## src/rtl/cmac_sup_pkg.sv

```systemverilog
// Shared state encoding and helpers for the CMAC link supervisor.
package cmac_sup_pkg;

   localparam int STATE_W = 3;

   typedef enum logic [STATE_W-1:0] {
      ST_IDLE          = 3'd0,
      ST_GT_RESET      = 3'd1,
      ST_WAIT_ALIGN    = 3'd2,
      ST_WAIT_RF_CLEAR = 3'd3,
      ST_UP            = 3'd4,
      ST_FAILED        = 3'd5
   } state_e;

   function automatic logic [31:0] sat_inc(input logic [31:0] v, input logic [31:0] max_v);
      return (v >= max_v) ? max_v : v + 32'd1;
   endfunction

endpackage

```

## src/rtl/cmac_sup_timer.sv

```systemverilog
// Loadable down-counter shared by the reset-pulse, align-timeout and debounce phases.
// Loading N-1 makes o_expire assert on the N-th cycle after the load.
module cmac_sup_timer #(
   parameter int W = 4
) (
   input  logic         init_clk,
   input  logic         reset,
   input  logic         i_load,
   input  logic [W-1:0] i_load_val,
   output logic         o_expire
);

   logic [W-1:0] r_value;

   always_ff @(posedge init_clk or posedge reset) begin
      if (reset) begin
         r_value <= '0;
      end else if (i_load) begin
         r_value <= i_load_val;
      end else if (r_value != '0) begin
         r_value <= r_value - 1'b1;
      end
   end

   assign o_expire = (r_value == '0);

endmodule

```

## src/rtl/cmac_link_supervisor.sv

```systemverilog
// CMAC link bring-up / recovery sequencer in the init_clk domain.
// Optional retry limit enabled by defining CMAC_SUP_RETRY_LIMIT_EN.
//
// state            | meaning
// IDLE             | link held down, waiting for enable
// GT_RESET         | gt_reset pulse in progress
// WAIT_ALIGN       | RX enabled, sending RFI, waiting for alignment or timeout
// WAIT_RF_CLEAR    | aligned, debouncing remote-fault clearance
// UP               | TX enabled, link_up asserted
// FAILED           | retry limit reached, everything off until enable drops
module cmac_link_supervisor
   import cmac_sup_pkg::*;
#(
   parameter int RST_PULSE_CYCLES = 16,
   parameter int ALIGN_TIMEOUT    = 1_000_000,
   parameter int FAULT_DEBOUNCE   = 64,
   parameter int CNT_W            = 8,
   parameter int MAX_RETRIES      = 8
) (
   input  logic               init_clk,
   input  logic               reset,
   input  logic               enable,
   input  logic               stat_rx_aligned,
   input  logic               stat_rx_remote_fault,
   output logic               gt_reset,
   output logic               ctl_rx_enable,
   output logic               ctl_tx_enable,
   output logic               ctl_tx_send_rfi,
   output logic               ctl_tx_send_idle,
   output logic               link_up,
   output logic [STATE_W-1:0] state,
   output logic [CNT_W-1:0]   retry_count,
   output logic [CNT_W-1:0]   flap_count
);

   localparam int TMR_MAX_A = (RST_PULSE_CYCLES > ALIGN_TIMEOUT) ? RST_PULSE_CYCLES : ALIGN_TIMEOUT;
   localparam int TMR_MAX   = (TMR_MAX_A > FAULT_DEBOUNCE) ? TMR_MAX_A : FAULT_DEBOUNCE;
   localparam int TMR_W     = (TMR_MAX > 1) ? $clog2(TMR_MAX) : 1;

   localparam logic [TMR_W-1:0] LD_RST   = TMR_W'(RST_PULSE_CYCLES - 1);
   localparam logic [TMR_W-1:0] LD_ALIGN = TMR_W'(ALIGN_TIMEOUT - 1);
   localparam logic [TMR_W-1:0] LD_DEB   = TMR_W'(FAULT_DEBOUNCE - 1);
   localparam logic [CNT_W-1:0] CNT_MAX  = '1;

`ifdef CMAC_SUP_RETRY_LIMIT_EN
   localparam bit LIMIT_EN = 1'b1;
`else
   localparam bit LIMIT_EN = 1'b0;
`endif

   state_e             r_state;
   state_e             w_nxt;
   logic               r_gt_reset, r_rx_en, r_tx_en, r_send_rfi, r_send_idle, r_link_up;
   logic [CNT_W-1:0]   r_retry, r_flap;
   logic               w_tmr_load, w_tmr_exp, w_timeout, w_retry_limit;
   logic [TMR_W-1:0]   w_tmr_val;

   cmac_sup_timer #(.W(TMR_W)) u_timer (
      .init_clk   (init_clk),
      .reset      (reset),
      .i_load     (w_tmr_load),
      .i_load_val (w_tmr_val),
      .o_expire   (w_tmr_exp)
   );

   assign w_retry_limit = LIMIT_EN && (32'(r_retry) == 32'(MAX_RETRIES - 1));
   assign w_timeout     = (r_state == ST_WAIT_ALIGN) && !stat_rx_aligned && w_tmr_exp;

   // Next state and timer reload share one decision so the timer is primed on the entry edge.
   always_comb begin
      w_nxt      = r_state;
      w_tmr_load = 1'b0;
      w_tmr_val  = LD_RST;
      if (!enable) begin
         w_nxt = ST_IDLE;
      end else begin
         case (r_state)
            ST_IDLE: begin
               w_nxt      = ST_GT_RESET;
               w_tmr_load = 1'b1;
               w_tmr_val  = LD_RST;
            end
            ST_GT_RESET: if (w_tmr_exp) begin
               w_nxt      = ST_WAIT_ALIGN;
               w_tmr_load = 1'b1;
               w_tmr_val  = LD_ALIGN;
            end
            ST_WAIT_ALIGN: begin
               if (stat_rx_aligned) begin
                  w_nxt      = ST_WAIT_RF_CLEAR;
                  w_tmr_load = 1'b1;
                  w_tmr_val  = LD_DEB;
               end else if (w_tmr_exp) begin
                  w_nxt      = w_retry_limit ? ST_FAILED : ST_GT_RESET;
                  w_tmr_load = 1'b1;
                  w_tmr_val  = LD_RST;
               end
            end
            ST_WAIT_RF_CLEAR: begin
               if (!stat_rx_aligned) begin
                  w_nxt      = ST_WAIT_ALIGN;
                  w_tmr_load = 1'b1;
                  w_tmr_val  = LD_ALIGN;
               end else if (stat_rx_remote_fault) begin
                  w_tmr_load = 1'b1;
                  w_tmr_val  = LD_DEB;
               end else if (w_tmr_exp) begin
                  w_nxt = ST_UP;
               end
            end
            ST_UP: if (!stat_rx_aligned) begin
               w_nxt      = ST_WAIT_ALIGN;
               w_tmr_load = 1'b1;
               w_tmr_val  = LD_ALIGN;
            end
            ST_FAILED: w_nxt = ST_FAILED;
            default:   w_nxt = ST_IDLE;
         endcase
      end
   end

   always_ff @(posedge init_clk or posedge reset) begin
      if (reset) begin
         r_state     <= ST_IDLE;
         r_gt_reset  <= 1'b0;
         r_rx_en     <= 1'b0;
         r_tx_en     <= 1'b0;
         r_send_rfi  <= 1'b0;
         r_send_idle <= 1'b0;
         r_link_up   <= 1'b0;
         r_retry     <= '0;
         r_flap      <= '0;
      end else begin
         r_state     <= w_nxt;
         r_gt_reset  <= (w_nxt == ST_GT_RESET);
         r_rx_en     <= (w_nxt inside {ST_WAIT_ALIGN, ST_WAIT_RF_CLEAR, ST_UP});
         r_tx_en     <= (w_nxt == ST_UP);
         r_send_rfi  <= (w_nxt == ST_WAIT_ALIGN);
         r_send_idle <= stat_rx_remote_fault && (w_nxt inside {ST_WAIT_ALIGN, ST_WAIT_RF_CLEAR, ST_UP});
         r_link_up   <= (w_nxt == ST_UP);
         if (w_nxt == ST_IDLE || (w_nxt == ST_UP && r_state != ST_UP)) begin
            r_retry <= '0;
         end else if (w_timeout) begin
            r_retry <= CNT_W'(sat_inc(32'(r_retry), 32'(CNT_MAX)));
         end
         if (r_state == ST_UP && w_nxt == ST_WAIT_ALIGN) begin
            r_flap <= CNT_W'(sat_inc(32'(r_flap), 32'(CNT_MAX)));
         end
      end
   end

   assign gt_reset         = r_gt_reset;
   assign ctl_rx_enable    = r_rx_en;
   assign ctl_tx_enable    = r_tx_en;
   assign ctl_tx_send_rfi  = r_send_rfi;
   assign ctl_tx_send_idle = r_send_idle;
   assign link_up          = r_link_up;
   assign state            = r_state;
   assign retry_count      = r_retry;
   assign flap_count       = r_flap;

endmodule
```

## config.mk

```make
export PLATFORM = sky130hd
export DESIGN_NAME = cmac_link_supervisor
export DESIGN_NICKNAME = d
export VERILOG_FILES = /design/src/rtl/cmac_sup_pkg.sv /design/src/rtl/cmac_sup_timer.sv /design/src/rtl/cmac_link_supervisor.sv
export SDC_FILE = /design/constraint.sdc
export NUM_CORES = 1
export LEC_CHECK = 0
export ABC_AREA = 1
export BUFFER_PORTS_ARGS = -buffer_cell sky130_fd_sc_hd__clkbuf_2
export CAP_MARGIN = 20
export CORE_MARGIN = 4
export CORE_UTILIZATION = 50
export CTS_BUF_LIST = sky130_fd_sc_hd__clkbuf_16
export CTS_CLUSTER_SIZE = 20
export DETAILED_ROUTE_END_ITERATION = 16
export PLACE_DENSITY = 0.74
export SLEW_MARGIN = 20
export SYNTH_ARGS = -nofsm -noshare
export SYNTH_HDL_FRONTEND = slang
export SYNTH_SLANG_ARGS = --single-unit
```

## constraint.sdc

```tcl
create_clock -name init_clk -period 2.4 [get_ports init_clk]
set_input_delay 0.48 -clock init_clk [delete_from_list [all_inputs] [get_ports init_clk]]
set_output_delay 0.48 -clock init_clk [all_outputs]
set_load 0.01 [all_outputs]
```

---- Word level (Yosys, flattened, before mapping) ----
Cells that the tools add are included.
word-level totals
  bits in registers ....................... 44
  input port bits ......................... 5
cells by class
  multiplexer cells ....................... 29
  add/sub/neg operators ................... 3
  $lt $le $gt $ge ......................... 2
  reduce and logical (&&, ||, !) cells .... 14
  eq/ne operators ......................... 10
operators with widths
  cell                                                  count
  2-to-1 mux 20 bit                                     6
  one-hot mux 20 bit (4 select lines)                   1
  2-to-1 mux 8 bit                                      4
  2-to-1 mux 3 bit                                      8
  zero test 20 bit                                      1
  nonzero test 20 bit                                   1
  subtractor 20 x 1 -> 20 bit (second input constant)   1
  one-hot mux 3 bit (6 select lines)                    1
  adder 8 x 1 -> 8 bit (second input constant)          2
  >= comparator 8 bit (second input constant)           2
  equality test 3 x 2 -> 1 bit (second input constant)  4
  2-to-1 mux 6 bit                                      2
  equality test 3 bit (second input constant)           3
  equality test 3 x 1 -> 1 bit (second input constant)  2
  zero test 3 bit                                       2
  2-to-1 mux 1 bit                                      6
  logical AND 1 bit                                     5
  one-hot mux 1 bit (5 select lines)                    1
  nonzero test 2 bit                                    2
  != test 3 bit (second input constant)                 1
  nonzero test 3 bit                                    1
  zero test 1 bit                                       1
  logical OR 1 bit                                      1

---- Depth between registers and ports, before layout ----
Gate-level depths: netlist (run 1).
  depth in word-level cells ............... 10
  gate-level depth with buffers ........... 15

---- Cells and area by module ----
Synthesis (run 1) repeated with hierarchy kept, for this count alone.
second synthesis, totals
  cells, all modules ...................... 413
  area, all modules ....................... 3054.2 um^2
modules (own cells, without submodules)
  module                times used  area an instance (um^2)  cells an instance
  cmac_link_supervisor  1           1665.3                   230
  cmac_sup_timer        1           1388.8                   183

---- Least setup slack after synthesis (run 1) ----
Ideal clock, no wire load.
  kind .................................... register to register
  from .................................... register u_timer.r_value[0]
  to ...................................... register r_retry[5], in the netlist retry_count[5]
  cell stages (with the launch flop) ...... 12
  arrival time ............................ 1626 ps
  period minus slack after synthesis ...... 1740 ps
  path slack .............................. 660 ps
  path buffers ............................ 0
  setup time .............................. 113 ps
  cells stage by stage .................... dfrtp_1 inv_1 ha_1 nand2_1 nor2_2 nand3_4 nand2_2 nand3b_4 o21ai_4 nand3_4 nand2_1 inv_1
between the ends
  word-level cells in the longest chain between the ends .. 10
  elaborated cells on any way between the ends .. 16
  those cells by class .................... 1 x eq/ne; 9 x mux; 6 x reduce/logical
ends and longest elaborated chain
  item                                                    RTL line                     text
  start: declaration                                      cmac_sup_timer.sv:13         logic [W-1:0] r_value;
  start signal: assignment                                cmac_sup_timer.sv:19         r_value <= i_load_val;
  start signal: assignment                                cmac_sup_timer.sv:21         r_value <= r_value - 1'b1;
  zero test 20 bit (*)                                    cmac_sup_timer.sv:25         assign o_expire = (r_value == '0);
  2-to-1 mux 3 bit                                        cmac_link_supervisor.sv:107  end else if (w_tmr_exp) begin
  2-to-1 mux 3 bit                                        cmac_link_supervisor.sv:104  end else if (stat_rx_remote_fault) begin
  2-to-1 mux 3 bit                                        cmac_link_supervisor.sv:100  if (!stat_rx_aligned) begin
  one-hot mux 3 bit (6 select lines)                      cmac_link_supervisor.sv:77   case (r_state)
  2-to-1 mux 3 bit                                        cmac_link_supervisor.sv:74   if (!enable) begin
  equality test 3 bit                                     cmac_link_supervisor.sv:141  if (w_nxt == ST_IDLE || (w_nxt == ST_UP && r_state != ST_UP)) begin
  logical AND 1 bit                                       cmac_link_supervisor.sv:141
  logical OR 1 bit                                        cmac_link_supervisor.sv:141
  2-to-1 mux 8 bit or nonzero test 2 bit (tied branches)  n/a
  end signal: assignment                                  cmac_link_supervisor.sv:144  r_retry <= CNT_W'(sat_inc(32'(r_retry), 32'(CNT_MAX)));
  end: declaration                                        cmac_link_supervisor.sv:54   logic [CNT_W-1:0] r_retry, r_flap;
Every way passes the cells marked *; elsewhere a longest branch is shown, timed or not.
A chain may end at the register's enable or synchronous reset.

---- Final worst setup path (run 1) ----
  from .................................... register u_timer.r_value[0]
  to ...................................... register u_timer.r_value[4]
between the ends
  word-level cells in the longest chain between the ends .. 6
  elaborated cells on any way between the ends .. 13
  those cells by class .................... 1 x add/sub; 9 x mux; 3 x reduce/logical
ends and longest elaborated chain
  item
  branches (longest 6 deep; another with subtractor 20 x 1 -> 20 bit)
Parallel ways; which one is timed is not known. The select of a mux whose other input is x is not followed.

==> metrics.md, run 1 <==
| Metric | Value |
|---|---|
| Status | completed |
| Class of the worst hold path | input port to asynchronous set/reset pin |
| Final cell area excluding filler cells | 3130 µm² |
| Most used cells in the layout excluding fill and tap cells | nand2_1, inv_1, dfrtp_1 |
| ANT nets after route | 0 |
| Final worst-path cycle share | 84.5% |
| Top post-synthesis cells by area | dfrtp_1, nand2_1, inv_1 |
| Post-synthesis cell type with the largest combined area | dfrtp_1 |
| Main flop type after synthesis | dfrtp_1 |
| Final Hold Fails | 0 |
| Maximum number of pins on one net before global-route repair | 45 |
| N_diodes | 0 |
| Die boundary width | 82.1 µm |
| Insertion delay of the later-clocked pin in the worst-skew pair | 280 ps |
| Worst Setup End Kind | flop |
| Antenna violations before repair | 0 |
| Post-synth ARST share | 100% |
| Share of final-layout standard cells stronger than drive strength 1 | 20.3% |
| Total congestion overflow after global routing | 0 |
| Sequential element share of the synthesized area | 40.1% |
| Critical path class | flop to flop |
| Clock tree from TritonCTS | done |
| Synthesized flop and latch total | 44 |
| Setup total negative slack | 0 ps |
| Maximum count of clock buffers along a single path | 2 |
| Area share of the largest cell type after synthesis | 40.1% |
| Largest vdd supply drop | 0.276 mV |
| Number of optimization iterations in the first detailed-route pass | 4 |
| Height of the chip | 82.1 µm |
| PwrDens | 540 nW/µm² |
| Syn_nets | 374 |
| Gate count of the mapped netlist | 365 |
| Post-layout worst setup margin | 372 ps |
| Detailed Place HPWL | 4.36 mm |
| Headroom to the max-slew limit | 76.3% |
| Worst Path Max Fanout | 9 |
| DRT iter0 DRCs | 198 |
| Full die area | 6740 µm² |
| Leak Pwr | 1.67 nW |
| Transition time at the pin with the least slew margin | 353 ps |
| Worst-path cell with the longest stage delay | dfrtp_1 |
| Average cell area after synthesis | 7.52 µm² |
| Clock sink count | 44 |
| Number of buffers added on ports | 29 |
| Area of the mapped netlist | 2740 µm² |
| Average detailed-routed wire length per instance | 12.3 µm |
| # setup viols final | 0 |
| Routability congestion estimate from global placement | 0.910 |
| Post-CTS setup buffer count | 0 |
| Combined global-route utilization of all metal layers | 18.7% |
| Placeable core area | 5200 µm² |
| Peak per-stage delay on the critical path | 350 ps |
| Count of hold-fix buffers inserted at cts | 0 |
| Setup clock skew after layout | 4.40 ps |
| Utilization after layout | 60.0% |
| Synth warnings | 0 |
| Count of unresolved DRC violations after routing | 0 |
| Number of distinct library cells after synthesis | 36 |
| Post-synthesis to final-layout area growth | 13.9% |
| Final net count | 409 |
| Number of levels in the clock H-tree | 2 |
| Kind of start point of the critical path | flop |
| Number of global-route vias before repair | 2,175 |
| Number of synthesized flops with an enable pin | 0 |
| Wire length of the first global-routing pass | 9.78 mm |
| Data required time at the worst endpoint | 2550 ps |
| Setup repair after global routing missed its margin | false |
| Data arrival time of the worst path | 2180 ps |
| Number of gates resized after cts | 0 |
| Clock root buffer | clkbuf_16 |
| Effective utilization at floorplan | 52.7% |
| Final routed wirelength across all metal layers | 5.77 mm |
| Maximum Capacitance Violations | 0 |
| Num ports | 30 |
| Per-cell via count in the routed design | 5.12 |
| Clock slew seen by the registers of the worst setup and hold paths | 60 ps |
| Clock buffers created by TritonCTS | 5 |
| Final Critical Period | 2030 ps |
| Overall via count from detail_route | 2,405 |
| Worst Setup Slack post-DPL | 370 ps |
| Placed cell areas | 2990 µm² |
| Ordered list of cells on the worst path | inv_1 > ha_1 > inv_1 > nor2_1 > nand3_1 > nor2_2 > nand3_1 > nand4_1 > nand2_1 > buf_4 > o21ai_0 > a21oi_1 |
| Max Transition Viols Final | 0 |
| Standard-cell row count | 26 |
| Most common cell after layout, fill and taps aside | nand2_1 |
| Max frequency | 493 MHz |
==> metal layers <==
metal / vias up / share of wire (%) / global-route usage [%]
met5: - / 0 / 0
met4: 0 / 1.2 / 6.15
met3: 8 / 4.0 / 2.85
met2: 47 / 44 / 28.9
met1: 1102 / 50 / 26.8
li1: 1248 / - / -
==> cell families after synthesis <==
family	Yosys count	share of synthesized area, %
adders and majority gates	4	1.82
and+or+nand+nor	207	37.0
AOI/OAI and AO/OA	38	8.25
xor gates and xnor gates	14	4.47
buffers and inverters	58	8.30
DFF	44	40.1
==> through the flow <==
stage | std cells | power [mW] | hold WS, ps
finish | 470 | 1.69 | 205
global route | 470 | 1.77 | 230
CTS | 470 | 1.71 | 217
detailed placement | 463 | 1.07 | 516
global placement | 463 | 1.07 | 509
floorplan | 365 | 1.01 | 491
==> power by group <==
part	internal (mW)	total (mW)	switching (mW)
sequential	0.777	0.810	0.0331
combinational	0.0908	0.251	0.160
clock	0.373	0.629	0.255
total	1.24	1.69	0.448
==> synth_stat cells (2+ instances only) <==
master and count:
nand4_1 12, nand2_1 81, xor2_1 8, or2_2 7, dfrtp_1 44, nor2_1 34, nor2_2 11, nor3_1 17
nand2_2 5, a21oi_1 14, xnor2_1 6, inv_1 46, nand3_1 31, nand3_4 2, inv_2 7, o21ai_0 16
ha_1 4, o211ai_1 2
==> layout make-up <==
cell class              instances  area [µm²]
fillers                       501        2080
clock buffers                   5         125
clock inverters                 2        8.76
flip-flops and latches         44        1100
well taps                      70        87.6
multi-input cells             263        1420
inverters                      54         208
repair buffers                 32         180
==> critical path, delay by kind of cell (launching register included) <==
| kind | cells | cell delay, ps |
|---|---|---|
| AND/OR/NAND/NOR | 6 | 800 |
| buffers and inverters | 3 | 390 |
| adder cells (fa/ha/maj) | 1 | 190 |
| flip-flops | 1 | 350 |
| AO/OA/AOI/OAI | 2 | 150 |
==> registers in the layout (all words and copies together) (netlist names) <==
| name | count |
|---|---|
| ctl_rx_enable | 1 |
| retry_count | 8 |
| u_timer.r_value | 20 |
| state | 3 |
| link_up | 1 |
| ctl_tx_send_rfi | 1 |
| flap_count | 8 |
| ctl_tx_send_idle | 1 |
| gt_reset | 1 |
==> path summary, 6_finish.rpt <==
kind,slack (ps),start,to,cells past startpoint
hold reg to reg,530,u_timer.r_value[10],u_timer.r_value[10],1
setup reg to reg,370,u_timer.r_value[0],u_timer.r_value[4],12
setup / recovery,370,u_timer.r_value[0],u_timer.r_value[4],12
max in group asynchronous,1980,reset,state[0],3
hold / removal,210,reset,u_timer.r_value[15],3
min in group init_clk,420,stat_rx_remote_fault,ctl_tx_send_idle,3
No activity file was read; power rests on OpenSTA's default activity.
==> run 2, diff against run 1 <==
==> constraint.sdc (replaced) <==
create_clock -name init_clk -period 1.9 [get_ports init_clk]
set_input_delay 0.38 -clock init_clk [delete_from_list [all_inputs] [get_ports init_clk]]
set_output_delay 0.38 -clock init_clk [all_outputs]
set_load 0.01 [all_outputs]
==> run 2 against run 1 <==
Effect of this change:
- register-to-register slack got worse by 340 ps
- clock-buffer cell count did not move
- global-route usage rose by 1.1 points
- sequential power rose by 25%
- die area did not move
- utilization rose by 4.0 points
- sequential share of layout area fell by 2.2 points
- final area rose by 6.7%
- flip-flop and latch count did not move
- routed wire length rose by 6.3%
- hold slack got worse by 120 ps
- via count rose by 4.4%
- critical path type unchanged
==> metrics.md, run 2 (same netlist as run 1, synthesis figures left out) <==
| Metric | Value |
|---|---|
| Height of the chip | 82.1 µm |
| Max frequency | 537 MHz |
| Ordered list of cells on the worst path | inv_2 > ha_4 > inv_2 > nor2_1 > nand3_1 > nor2_2 > nand3_2 > buf_4 > nand3b_4 > o21ai_4 > buf_4 > nand4_1 > nand2_1 |
| Max Transition Viols Final | 0 |
| Setup clock skew after layout | 6.25 ps |
| Kind of start point of the critical path | flop |
| Worst-path cell with the longest stage delay | dfrtp_1 |
| Largest vdd supply drop | 0.414 mV |
| Most common cell after layout, fill and taps aside | nand2_1 |
| Setup total negative slack | 0 ps |
| Flip-flop count of the largest register after layout | 20 |
| Clock root buffer | clkbuf_16 |
| Critical register-to-register path startpoint | u_timer.r_value[1] |
| Routability congestion estimate from global placement | 0.946 |
| Post-synthesis to final-layout area growth | 21.6% |
| Number of global-route vias before repair | 2,384 |
| Non-filler instance count after layout | 483 |
| Final Hold Fails | 0 |
| Placeable core area | 5200 µm² |
| Post-layout worst setup margin | 36.7 ps |
| Data arrival time of the worst path | 2040 ps |
| Final Critical Period | 1860 ps |
| Clock sink count | 44 |
| ANT nets after route | 0 |
| Total Power | 2.35 mW |
| Headroom to the max-slew limit | 69.6% |
| Data required time at the worst endpoint | 2070 ps |
| DRT iter0 DRCs | 213 |
| Count of hold-fix buffers inserted at cts | 0 |
| Share of final-layout standard cells stronger than drive strength 1 | 28.3% |
| Detailed Place HPWL | 4.56 mm |
| Worst Path Max Fanout | 8 |
| Num ports | 30 |
| Final cell area excluding filler cells | 3340 µm² |
| Final worst-path cycle share | 98.1% |
| Worst Setup End Kind | flop |
| Count of unresolved DRC violations after routing | 0 |
| Effective utilization at floorplan | 52.7% |
| Setup repair after global routing missed its margin | true |
| Worst setup startpoint | u_timer.r_value[1] |
| Leak Pwr | 1.75 nW |
| Full die area | 6740 µm² |
| Overall via count from detail_route | 2,512 |
| Number of optimization iterations in the first detailed-route pass | 4 |
| Clock buffers created by TritonCTS | 5 |
| Worst Setup Slack post-DPL | -12.2 ps |
| Final net count | 421 |
| N_diodes | 0 |
| Total congestion overflow after global routing | 0 |
| Die boundary width | 82.1 µm |
| Antenna violations before repair | 0 |
| Placed cell areas | 3070 µm² |
| Wire length of the first global-routing pass | 10.4 mm |
| Critical path class | flop to flop |
| PwrDens | 704 nW/µm² |
| Register with the most flip-flops | u_timer.r_value |
| Combined global-route utilization of all metal layers | 19.8% |
| Total instance count after detailed placement | 473 |
| # setup viols final | 0 |
| Number of levels in the clock H-tree | 2 |
| Transition time at the pin with the least slew margin | 456 ps |
| Clock slew seen by the registers of the worst setup and hold paths | 60 ps |
| Clock tree from TritonCTS | done |
| Standard-cell row count | 26 |
| Maximum count of clock buffers along a single path | 2 |
| Status | completed |
| Final routed wirelength across all metal layers | 6.14 mm |
| Class of the worst hold path | input port to asynchronous set/reset pin |
| Maximum number of pins on one net before global-route repair | 25 |
| Average detailed-routed wire length per instance | 12.7 µm |
| Number of buffers added on ports | 29 |
| Per-cell via count in the routed design | 5.20 |
| Most used cells in the layout excluding fill and tap cells | nand2_1, dfrtp_1, inv_1 |
| Maximum Capacitance Violations | 0 |
| Insertion delay of the later-clocked pin in the worst-skew pair | 280 ps |
| Peak per-stage delay on the critical path | 400 ps |
## run 2: cell types whose count changed in the layout (fill, tap and decap cells not counted), moves of 3 or more
cell     change
buf_4       +12
inv_1        -8
inv_2        +8
nand2_1      -8
nand2_2      +6
nor3_1       -3
nor3_2       +3
## run 2: power by group
part           switching [mW]  total [mW]  leakage, nW  internal, mW
Combinational           0.237       0.386         1.07         0.149
Sequential             0.0335        1.01        0.596         0.981
Clock                   0.338       0.950       0.0850         0.612
Total                   0.608        2.35         1.75          1.74
## run 2: worst paths after layout
path / end / slack [ps] / depth (start not counted)
max in group asynchronous: ctl_rx_enable / 1340 / 3
worst min register to register: u_timer.r_value[10] / 530 / 1
worst max register to register: flap_count[1] / 40 / 13
worst max-delay path: flap_count[1] / 40 / 13
min in group init_clk: ctl_tx_send_idle / 300 / 3
worst min-delay path: u_timer.r_value[15] / 90 / 2
## run 2: metrics by stage
step / utilization, % / hold slack, ps
floorplan: - / 484
global route: 64.1 / 139
finish: 64.1 / 88.6
detailed placement: 58.9 / 411
global placement: 58.9 / 395
CTS: 62.1 / 110
## run 2: worst max-delay path, delay by kind of cell, from the launching register on
kind,cells,cell delay [ps]
AOI/OAI and AO/OA,1,80
adders and majority gates,1,130
buffers and inverters,4,450
DFF,1,400
and+or+nand+nor,7,690
## run 2: repair_timing
action,4_1_cts,5_1_grt
setup endpoints to repair,9,30
resized for setup,1,28
pin swaps,0,6
setup buffers,0,2
## run 2: area by class of cell
cell class                 instances  area [µm²]
fill                             443        1870
multi-input combinational        263        1510
sequential                        44        1100
timing repair buffer              44         270
inverter                          54         208
clock buffer                       5         125
tap                               70        87.6
clock inverter                     3        38.8
## run 2: per-layer routing
layer | track usage, % | part of all wire (%) | up-vias | wire, µm
met5 | 0 | 0 | - | 0
met4 | 6.81 | 1.3 | 0 | 80
met3 | 3.29 | 4.3 | 11 | 262
met2 | 32.9 | 48 | 53 | 2970
met1 | 26.3 | 46 | 1179 | 2830
li1 | - | - | 1269 | -
==> run 3, diff against run 2 <==
--- a/config.mk
+++ b/config.mk
@@ -8,13 +8,16 @@
 export ABC_AREA = 1
 export BUFFER_PORTS_ARGS = -buffer_cell sky130_fd_sc_hd__clkbuf_2
 export CAP_MARGIN = 20
+export CORE_ASPECT_RATIO = 0.6
 export CORE_MARGIN = 4
 export CORE_UTILIZATION = 50
 export CTS_BUF_LIST = sky130_fd_sc_hd__clkbuf_16
 export CTS_CLUSTER_SIZE = 20
 export DETAILED_ROUTE_END_ITERATION = 16
-export PLACE_DENSITY = 0.74
+export PLACE_DENSITY = 0.73
+export SETUP_SLACK_MARGIN = 0.1
 export SLEW_MARGIN = 20
 export SYNTH_ARGS = -nofsm -noshare
 export SYNTH_HDL_FRONTEND = slang
+export SYNTH_HIERARCHICAL = 1
 export SYNTH_SLANG_ARGS = --single-unit
==> run 3 against run 2 <==
Effect of this change:
- the flow now finishes with violations (negative setup slack)
- combinational power grew to 3.7 times the previous value
- die area grew 11%
- critical path depth grew 2
- highest routed layer unchanged
- largest power group is now combinational logic
- sequential power grew 16%
- synthesized cell count grew 13%
- first-iteration DRC count grew 40%
==> metrics.md, run 3 <==
| Metric | Value |
|---|---|
| R2R Setup Slk | -420 ps |
| Largest vdd supply drop | 0.586 mV |
| Total congestion overflow after global routing | 0 |
| Final net count | 526 |
| Routability congestion estimate from global placement | 0.923 |
| Worst Setup End Kind | flop |
| Number of buffers added on ports | 29 |
| Max frequency | 431 MHz |
| Most frequent cells after synthesis | nand2_1, dfrtp_1, inv_1 |
| Total Power | 3.62 mW |
| Class of the worst hold path | input port to asynchronous set/reset pin |
| Placed cell areas | 3720 µm² |
| Area of the mapped netlist | 3050 µm² |
| Most common cell after layout, fill and taps aside | nand2_1 |
| Placeable core area | 5750 µm² |
| Proportion of synthesized area in mux cells | 0% |
| Detailed Place HPWL | 5.87 mm |
| Maximum count of clock buffers along a single path | 2 |
| Overall via count from detail_route | 3,172 |
| Per-cell via count in the routed design | 5.30 |
| Height of the chip | 68.5 µm |
| Worst R2R Path Depth | 15 |
| N_diodes | 0 |
| Final worst-path cycle share | 122% |
| Violated checks | negative setup slack |
| Synthesized flop and latch total | 44 |
| Clock root buffer | clkbuf_16 |
| Full die area | 7460 µm² |
| Endpoint of the most critical register-to-register path | ctl_rx_enable |
| Main combinational cell family by area after synthesis | simple AND/OR/NAND/NOR gates |
| Final cell area excluding filler cells | 4290 µm² |
| Combined global-route utilization of all metal layers | 24.8% |
| Clock sink count | 44 |
| Max Transition Viols Final | 0 |
| Kind of start point of the critical path | flop |
| Leak Pwr | 2.27 nW |
| Total area of multi-input combinational cells | 1950 µm² |
| Count of unresolved DRC violations after routing | 0 |
| Maximum Capacitance Violations | 0 |
| Effective utilization at floorplan | 53.1% |
| Power share of the sequential group | 32.4% |
| Most frequently used cell type in the post-synthesis netlist | nand2_1 |
| Most Used Layer, Global Route | met2 |
| Adder-cell share of the synthesized area | 1.64% |
| Number of levels in the clock H-tree | 2 |
| Sequential element share of the synthesized area | 36.1% |
| Utilization after layout | 74.6% |
| PwrDens | 844 nW/µm² |
| Share of final-layout standard cells stronger than drive strength 1 | 41.5% |
| Final Hold Fails | 0 |
| Final routed wirelength across all metal layers | 9.03 mm |
| Global Route met3 Usage | 5.21% |
| Worst hold slack across all endpoints | 117 ps |
| Final Critical Period | 2320 ps |
| Post-layout worst setup margin | -418 ps |
| Data arrival time of the worst path | 2490 ps |
| Clock buffers created by TritonCTS | 5 |
| Worst Path Max Fanout | 6 |
| ANT nets after route | 0 |
| Setup clock skew after layout | 1.98 ps |
| Flip-flop and latch area | 1100 µm² |
| Worst Setup Slack post-DPL | -284 ps |
| Average cell area after synthesis | 7.40 µm² |
| Number of synthesized flops with an enable pin | 0 |
| Clock tree from TritonCTS | done |
| Flip-flop count of the largest register after layout | 20 |
| DRT iter0 DRCs | 299 |
| Status | finished, violations left |
| Most used cells in the layout excluding fill and tap cells | nand2_1, buf_4, dfrtp_1 |
| Filler Cell Count | 371 |
| Global routing usage on met2 | 38.5% |
| Critical path class | flop to flop |
| Fraction of the mapped netlist area in compound gates | 6.92% |
| Critical register-to-register path startpoint | u_timer/r_value[9] |
| Sw Share | 36.3% |
| Clock slew seen by the registers of the worst setup and hold paths | 60 ps |
| Global routing usage on met1 | 35.4% |
| Maximum number of pins on one net before global-route repair | 25 |
| Combinational share of power | 39.7% |
| Setup repair after global routing missed its margin | true |
| Data required time at the worst endpoint | 2080 ps |
| Gate count of the mapped netlist | 413 |
| Insertion delay of the later-clocked pin in the worst-skew pair | 290 ps |
| # setup viols final | 44 |
| Standard-cell row count | 21 |
| NetSw | 1.32 mW |
| Internal power | 2.31 mW |
| Simple-Gate Fraction of Synth Area | 42.9% |
| Area share of the largest cell type after synthesis | 36.1% |
| Post-synth ARST share | 100% |
| Die boundary width | 109 µm |
| Wire length of the first global-routing pass | 13.9 mm |
| Number of distinct library cells after synthesis | 40 |
| Post-synthesis to final-layout area growth | 40.6% |
| Register with the most flip-flops | u_timer/r_value |
| Num ports | 30 |
| Average detailed-routed wire length per instance | 15.1 µm |
| Synth warnings | 6 |
| Number of optimization iterations in the first detailed-route pass | 5 |
| Part of the total power dissipated in the clock network | 28.0% |
| Number of global-route vias before repair | 2,846 |
| Post-synthesis xor/xnor area fraction | 3.73% |
| Top post-synthesis cells by area | dfrtp_1, nand2_1, nand3_1 |
| Post-synthesis cell type with the largest combined area | dfrtp_1 |
| Antenna violations before repair | 0 |
| Main flop type after synthesis | dfrtp_1 |
-- run 3: cell count changes after synthesis, moves of 7 or more --
cell and change:
nor2_4 +9, nor3_1 -15, a21oi_1 -11, nand2_1 +44
o21ai_1 +10, nand3_2 +7
-- run 3: worst max path at each step --
| stage | slack (ps) | depth (start not counted) | from | endpoint |
|---|---|---|---|---|
| floorplan | -310 | 16 | u_timer/r_value[10] | u_timer/r_value[14] |
| global placement | -200 | 12 | u_timer/r_value[15] | link_up |
| detailed placement | -280 | 12 | u_timer/r_value[1] | retry_count[5] |
| CTS | -220 | 16 | u_timer/r_value[8] | u_timer/r_value[0] |
| global route | -500 | 14 | u_timer/r_value[14] | u_timer/r_value[0] |
| finish | -420 | 15 | u_timer/r_value[9] | ctl_rx_enable |
-- run 3: critical path, cell delays in order (launching register included) --
cell	delay, ps
dfrtp_1	410
nor2_4	160
nand2_4	80
nor2_8	120
nand3_4	70
nor4_4	250
buf_4	160
buf_4	110
nand2_2	70
nand2_1	100
nand2_1	70
inv_2	110
a21oi_4	100
buf_12	150
a21oi_4	160
inv_1	70
-- run 3: power by group through the flow --
stage / clock [mW] / combinational [mW] / sequential, mW
finish: 1.01 / 1.44 / 1.17
global route: 1.05 / 1.56 / 1.18
CTS: 1.02 / 1.34 / 1.17
detailed placement: 0 / 1.21 / 1.18
global placement: 0 / 1.19 / 1.18
floorplan: 0 / 0.698 / 1.21
-- run 3: cells by family after synthesis --
| group | Yosys count |
|---|---|
| compound gates | 35 |
| xor+xnor | 13 |
| fa+ha+maj | 4 |
| buf+inv | 59 |
| flops | 44 |
| other cells | 2 |
| simple gates | 256 |
-- run 3: per-layer routing --
| layer | wire, µm | vias to the layer above | share of wire, % |
|---|---|---|---|
| met2 | 4020 | 134 | 45 |
| met5 | 0 | - | 0 |
| met1 | 4130 | 1508 | 46 |
| met3 | 732 | 20 | 8.1 |
| met4 | 143 | 0 | 1.6 |
| li1 | - | 1510 | - |
-- run 3: cell type report --
type                       count  share of cell area (%)
multi-input combinational    320                    45.5
clock inverter                 3                    1.08
inverter                      52                    5.10
timing repair buffer          94                    17.5
sequential                    44                    25.6
clock buffer                   5                    2.91
tap                           80                    2.33
-- run 3: metrics by stage --
| stage | instances | TNS (ps) |
|---|---|---|
| 6_report | 598 | -15180 |
| 5_1_grt | 598 | -18940 |
| 4_1_cts | 588 | -5790 |
| 3_5_place_dp | 571 | -9230 |
| 3_3_place_gp | 571 | -6920 |
| 2_1_floorplan | 423 | -5700 |
-- run 3: repair_timing --
| item | in CTS | in global routing |
|---|---|---|
| hold buffers | 0 | 0 |
| setup endpoints to repair | 44 | 44 |
| gates cloned | 0 | 1 |
| gates resized for setup | 36 | 29 |
| buffers inserted | 9 | 10 |
| pin swaps | 12 | 28 |
